[config.mk]
export PLATFORM = sky130hd
export DESIGN_NAME = pc_gen_flat
export DESIGN_NICKNAME = d
export VERILOG_FILES = /design/src/rtl/pc_gen_if.sv /design/src/rtl/pc_gen.sv /design/src/flat_wrapper.sv
export SDC_FILE = /design/constraint.sdc
export NUM_CORES = 1
export LEC_CHECK = 0
export ABC_CLOCK_PERIOD_IN_PS = 3300
export CAP_MARGIN = 20
export CELL_PAD_IN_SITES_DETAIL_PLACEMENT = 0
export CELL_PAD_IN_SITES_GLOBAL_PLACEMENT = 1
export CORE_MARGIN = 2
export CORE_UTILIZATION = 30
export DETAILED_ROUTE_END_ITERATION = 10
export PLACE_DENSITY = 0.82
export SLEW_MARGIN = 30
export SYNTH_ARGS = -nofsm -noshare
export SYNTH_HDL_FRONTEND = slang
export SYNTH_SLANG_ARGS = --single-unit
[constraint.sdc]
create_clock -name clk -period 3.3 [get_ports clk]
set_clock_uncertainty 0.05 [all_clocks]
set_input_delay 0.66 -clock clk [delete_from_list [all_inputs] [get_ports clk]]
set_output_delay 0.66 -clock clk [all_outputs]
set_load 0.005 [all_outputs]
[src/rtl/pc_gen_if.sv]
// pc_gen_if: fetch-stage control inputs and instruction-fetch request channel of pc_gen
// master: pc_gen side (drives fetch_valid/fetch_addr, PC and misalign status)
// slave: pipeline/imem side (drives stall, redirect, trap, fetch_ready)
interface pc_gen_if #(parameter int XLEN = 32);
  logic            stall;
  logic            redirect_valid;
  logic [XLEN-1:0] redirect_target;
  logic            trap_req;
  logic            fetch_ready;
  logic            fetch_valid;
  logic [XLEN-1:0] fetch_addr;
  logic [XLEN-1:0] pc_out;
  logic [XLEN-1:0] pc_next_seq;
  logic            misalign_exc;
  logic [XLEN-1:0] bad_addr;
  modport master (
    input  stall, redirect_valid, redirect_target, trap_req, fetch_ready,
    output fetch_valid, fetch_addr, pc_out, pc_next_seq, misalign_exc, bad_addr
  );
  modport slave (
    output stall, redirect_valid, redirect_target, trap_req, fetch_ready,
    input  fetch_valid, fetch_addr, pc_out, pc_next_seq, misalign_exc, bad_addr
  );
endinterface

[src/rtl/pc_gen.sv]
// pc_gen: fetch program counter with boot delay, trap/redirect/sequential next-PC select and misalign trap
// clk/rst: clock and synchronous active-high reset
// bus: stall/redirect/trap/fetch_ready in; fetch_valid/fetch_addr/pc_out/pc_next_seq/misalign_exc/bad_addr out
module pc_gen #(
  parameter int              XLEN         = 32,
  parameter logic [XLEN-1:0] RESET_VECTOR = '0,
  parameter logic [XLEN-1:0] TRAP_VECTOR  = 32'h0000_0100,
  parameter int              IALIGN       = 4,
  parameter int              BOOT_DELAY   = 2
) (
  input logic       clk,
  input logic       rst,
  pc_gen_if.master  bus
);
  typedef enum logic {BOOT, RUN} state_e;
  // BOOT leaves on the edge where the counter would reach BOOT_DELAY; delay 0 behaves like 1
  localparam logic [3:0] LAST = 4'(BOOT_DELAY == 0 ? 0 : BOOT_DELAY - 1);
  state_e          state_q, state_d;
  logic [3:0]      cnt_q, cnt_d;
  logic [XLEN-1:0] pc_q, pc_d, bad_q, bad_d;
  logic            mis_q, mis_d, misal, run;
  always_comb begin
    run = state_q == RUN;
    misal = bus.redirect_valid && (IALIGN == 4 ? |bus.redirect_target[1:0] : bus.redirect_target[0]);
    state_d = run || cnt_q == LAST ? RUN : BOOT;
    cnt_d = run ? cnt_q : cnt_q + 4'd1;
    mis_d = run && !bus.trap_req && misal;
    bad_d = mis_d ? bus.redirect_target : bad_q;
    pc_d = !run ? pc_q :
           bus.trap_req || misal ? TRAP_VECTOR :
           bus.redirect_valid ? bus.redirect_target :
           bus.fetch_ready && !bus.stall ? pc_q + XLEN'(IALIGN) : pc_q;
  end
  always_ff @(posedge clk) begin
    if (rst) begin
      state_q <= BOOT;
      cnt_q   <= '0;
      pc_q    <= RESET_VECTOR;
      bad_q   <= '0;
      mis_q   <= 1'b0;
    end else begin
      state_q <= state_d;
      cnt_q   <= cnt_d;
      pc_q    <= pc_d;
      bad_q   <= bad_d;
      mis_q   <= mis_d;
    end
  end
  assign bus.fetch_valid  = state_q == RUN;
  assign bus.fetch_addr   = pc_q;
  assign bus.pc_out       = pc_q;
  assign bus.pc_next_seq  = pc_q + XLEN'(IALIGN);
  assign bus.misalign_exc = mis_q;
  assign bus.bad_addr     = bad_q;
endmodule

[src/flat_wrapper.sv]
// flat-port wrapper written by rule: the top's interface ports become plain ports
module pc_gen_flat 
#(
  parameter int              XLEN         = 32,
  parameter logic [XLEN-1:0] RESET_VECTOR = '0,
  parameter logic [XLEN-1:0] TRAP_VECTOR  = 32'h0000_0100,
  parameter int              IALIGN       = 4,
  parameter int              BOOT_DELAY   = 2
)
  (clk, rst, bus_stall, bus_redirect_valid, bus_redirect_target, bus_trap_req, bus_fetch_ready, bus_fetch_valid, bus_fetch_addr, bus_pc_out, bus_pc_next_seq, bus_misalign_exc, bus_bad_addr);
  pc_gen_if #(.XLEN(XLEN)) bus_i ();
  input logic clk;
  input logic rst;
  input wire logic [$bits(bus_i.stall)-1:0] bus_stall;
  input wire logic [$bits(bus_i.redirect_valid)-1:0] bus_redirect_valid;
  input wire logic [$bits(bus_i.redirect_target)-1:0] bus_redirect_target;
  input wire logic [$bits(bus_i.trap_req)-1:0] bus_trap_req;
  input wire logic [$bits(bus_i.fetch_ready)-1:0] bus_fetch_ready;
  output wire logic [$bits(bus_i.fetch_valid)-1:0] bus_fetch_valid;
  output wire logic [$bits(bus_i.fetch_addr)-1:0] bus_fetch_addr;
  output wire logic [$bits(bus_i.pc_out)-1:0] bus_pc_out;
  output wire logic [$bits(bus_i.pc_next_seq)-1:0] bus_pc_next_seq;
  output wire logic [$bits(bus_i.misalign_exc)-1:0] bus_misalign_exc;
  output wire logic [$bits(bus_i.bad_addr)-1:0] bus_bad_addr;
  assign bus_i.stall = bus_stall;
  assign bus_i.redirect_valid = bus_redirect_valid;
  assign bus_i.redirect_target = bus_redirect_target;
  assign bus_i.trap_req = bus_trap_req;
  assign bus_i.fetch_ready = bus_fetch_ready;
  assign bus_fetch_valid = bus_i.fetch_valid;
  assign bus_fetch_addr = bus_i.fetch_addr;
  assign bus_pc_out = bus_i.pc_out;
  assign bus_pc_next_seq = bus_i.pc_next_seq;
  assign bus_misalign_exc = bus_i.misalign_exc;
  assign bus_bad_addr = bus_i.bad_addr;
  pc_gen #(.XLEN(XLEN), .RESET_VECTOR(RESET_VECTOR), .TRAP_VECTOR(TRAP_VECTOR), .IALIGN(IALIGN), .BOOT_DELAY(BOOT_DELAY)) u_core (.clk(clk), .rst(rst), .bus(bus_i));
endmodule
==> summary.txt <==
Clock tree
  – Hold buffers post-CTS: 0
  – # clock sinks: 70
  – TritonCTS Buffers: 9
  – CTS HTree Levels: 3
  – CTS max path bufs: 2
  – Clock Latency Late Sink: 330 ps
  – CTS tree: yes
  – Clk slew on worst S/H paths: 60 ps
  – Root Driver: clkbuf_16

Die
  – Number of cell rows: 40
  – Full die area: 13,300 um^2
  – Die height: 116 um
  – Die width: 116 um
  – IO Count: 168
  – Initial core utilization: 30.9%
  – Core Box Area: 12,100 um^2

Timing
  – Endpoints failing setup: 0
  – Post-layout min period: 3240 ps
  – FMAX: 308 MHz
  – Max_slew headroom: 51.1%
  – Final hold vios: 0
  – Hold slack final: 405 ps
  – Slew Limit Fails: 0
  – Crit share post-route: 98.3%
  – Least-Margin Pin Slew: 733 ps

Setup path
  – Critical path required time: 2590 ps
  – Cell depth of the worst flop-to-flop path: 4
  – Nature of the critical path endpoint: output pin
  – Worst R2R Setup Slack: 1100 ps
  – Worst Path Class, Setup: flip-flop to output pin
  – R2R Path Start: u_core.bus.fetch_valid
  – Crit-path max cell delay: 600 ps
  – WP data arrival: 2530 ps
  – Cells along the critical path: nand4_1 > or4_4 > or3_4 > xor2_2 > inv_1 > clkdlybuf4s50_1
  – Crit path max-delay cell type: or4_4
  – Reg2reg end: u_core.bus.fetch_addr[31]
  – Crit start category: flip-flop
  – CP max FO: 5

Synthesis
  – Top cells by count, synth: 93 x nand2_1, 70 x dfxtp_1, 55 x a21oi_1
  – Post-Syn Instances: 483
  – Syn. warnings: 0
  – EDFF count, synth: 0
  – Count leader, synth: nand2_1
  – Synthesized cell area: 3730 um^2
  – Mean area per synthesized cell: 7.72 um^2
  – Seq/Total Area, Yosys: 37.6%
  – Synth unique cells: 46
  – Cell taking the most area after synthesis: dfxtp_1
  – Share of the synthesized area in the top cell type: 37.6%
  – Synth top area cells: dfxtp_1 38%, nand2_1 9.4%, a21oi_1 7.4%
  – Primary FF master, synth: dfxtp_1
  – Asr flop ratio synth: 0%
  – Synthesized flop and latch total: 70
  – Syn_nets: 524

Finish
  – Register area: 1410 um^2
  – Layout cell share with drive strength beyond 1: 10.5%
  – Total Nets Final: 663
  – Ant diodes: 0
  – Area of the multi-input gates: 1970 um^2
  – Area growth, synth to finish: 55.8%
  – Fillers: 1,188

Worst hold path
  – Min-Delay Endpoint: u_core.bus.bad_addr[8]
  – Hold Crit Class: flip-flop to flip-flop
  – Hold depth: 2
  – Hold Startpoint: u_core.bus.bad_addr[8]

Drt
  – DR WL met3: 967 um
  – DRT Pass-1 Iters: 5
  – Via count: 3,942
  – Vias per cell: 4.96
  – WL met1: 5590 um
  – DRT iter0 DRCs: 217
  – Final WL: 13,000 um
  – DR DRC count: 0
  – Post-route antenna net violation count: 0
  – WL/cell: 16.3 um
  – Top layer in use: met4
  – Met2 wire len: 6160 um

Global route
  – Largest net degree at the start of global routing: 64
  – First-pass GRT wire length: 19,700 um
  – Tot GR Track Use: 18.8%
  – Total global routing overflow: 0
  – Vias in the first global route: 3,757
  – Initial antenna violation count: 0

Placed design
  – DP HPWL: 9400 um
  – Port buffer count: 167
  – Gpl congestion: 0.833

Pwr
  – Final Power: 2470 uW
  – PD cells: 425 nW/um^2
  – Lkg Pwr: 0.00220 uW
  – Worst vdd ir: 0.264 mV

Outcome
  – Status: complete, no violations

Job
  – Max Cap Viol: 0
critical path, delay by kind of cell (launching register included):
family	cells	cell delay (ps)
simple gates	3	1160
buf+inv	2	560
flops	1	330
xor+xnor	1	160
state kept, by name, summed over array words and instances, names as in the netlist:
signal,flops
u_core.cnt_q,4
u_core.bus.misalign_exc,1
u_core.bus.bad_addr,32
u_core.bus.fetch_valid,1
u_core.bus.fetch_addr,32
worst max path at each step:
stage,startpoint,end,cells after the start
4_1_cts,u_core.bus.fetch_addr[2],bus_pc_next_seq[30],8
6_report,u_core.bus.fetch_addr[3],bus_pc_next_seq[31],6
3_3_place_gp,u_core.bus.fetch_addr[5],bus_pc_next_seq[31],6
3_5_place_dp,u_core.bus.fetch_addr[2],bus_pc_next_seq[28],8
2_1_floorplan,u_core.bus.fetch_addr[4],bus_pc_next_seq[31],7
5_1_grt,u_core.bus.fetch_addr[3],bus_pc_next_seq[22],8
through the flow:
step / setup TNS (ps) / instances / setup slack, ps / area (um^2) / util (%)
CTS: 0 / 794 / 18.9 / 5750 / 47.7
detailed placement: 0 / 778 / 306 / 5440 / 45.1
floorplan: 0 / 483 / 728 / 3730 / -
global route: -13.0 / 795 / -6.09 / 5810 / 48.2
finish: 0 / 795 / 57.3 / 5810 / 48.2
global placement: 0 / 778 / 321 / 5440 / 45.1
cells by family (layout without fill, tap and decap cells):
| logic type | after synthesis | count (layout) | synth area share (%) |
|---|---|---|---|
| and+or+nand+nor | 195 | 195 | 24.3 |
| AOI/OAI and AO/OA | 101 | 101 | 17.0 |
| buffers and inverters | 78 | 222 | 11.5 |
| DFF | 70 | 70 | 37.6 |
| xor gates and xnor gates | 31 | 31 | 7.28 |
| muxes | 5 | 5 | 1.37 |
| adders and majority gates | 3 | 3 | 1.01 |
power breakdown:
part	internal, uW	switching, uW	leakage, uW
clock network	603	375	0.000148
registers	899	61.0	0.000568
logic	256	275	0.00148
total	1760	711	0.00220
area by class of cell:
cell class              instances  share of cell area (%)
inverters                      12                   0.775
clock inverters                 6                    1.05
flip-flops and latches         70                    24.2
well taps                     168                    3.62
multi-input cells             335                    33.9
repair buffers                194                    32.3
clock buffers                  10                    4.11
metal layers:
| layer | up-vias | GRT usage (%) |
|---|---|---|
| li1 | 1915 | - |
| met1 | 1843 | 24.9 |
| met2 | 169 | 30.4 |
| met3 | 15 | 3.66 |
| met4 | 0 | 6.51 |
| met5 | - | 0 |
what timing repair did:
item | 4_1_cts | 5_1_grt
gates cloned | 0 | 0
endpoints found under the setup margin | 7 | 10
resized for setup | 4 | 13
buffers inserted | 0 | 1
pin swaps | 1 | 6
cells in the final DEF (no fill, tap or decap), drive strengths merged, types with 3 or more instances in the layout:
cell type      synthesis  layout
dlymetal6s2s           0       3
nand2b                 6       6
and2                   4       4
o21ai                 11      11
nor3                   8       8
xnor2                 21      21
nand4                 12      12
o32ai                  3       3
dfxtp                 70      70
nor4                   5       5
nand3                 22      22
a41o                  11      11
nand2                 93      93
and3                   6       6
o2bb2ai                4       4
clkdlybuf4s50          0     163
and4                   3       3
clkinv                 0       4
a21oi                 55      55
mux2i                  4       4
xor2                  10      10
buf                   39      28
nor2                  26      26
a22oi                  6       6
clkbuf                27      10
ha                     3       3
inv                   12      12
Note: power is estimated with default switching activity, not from simulation.
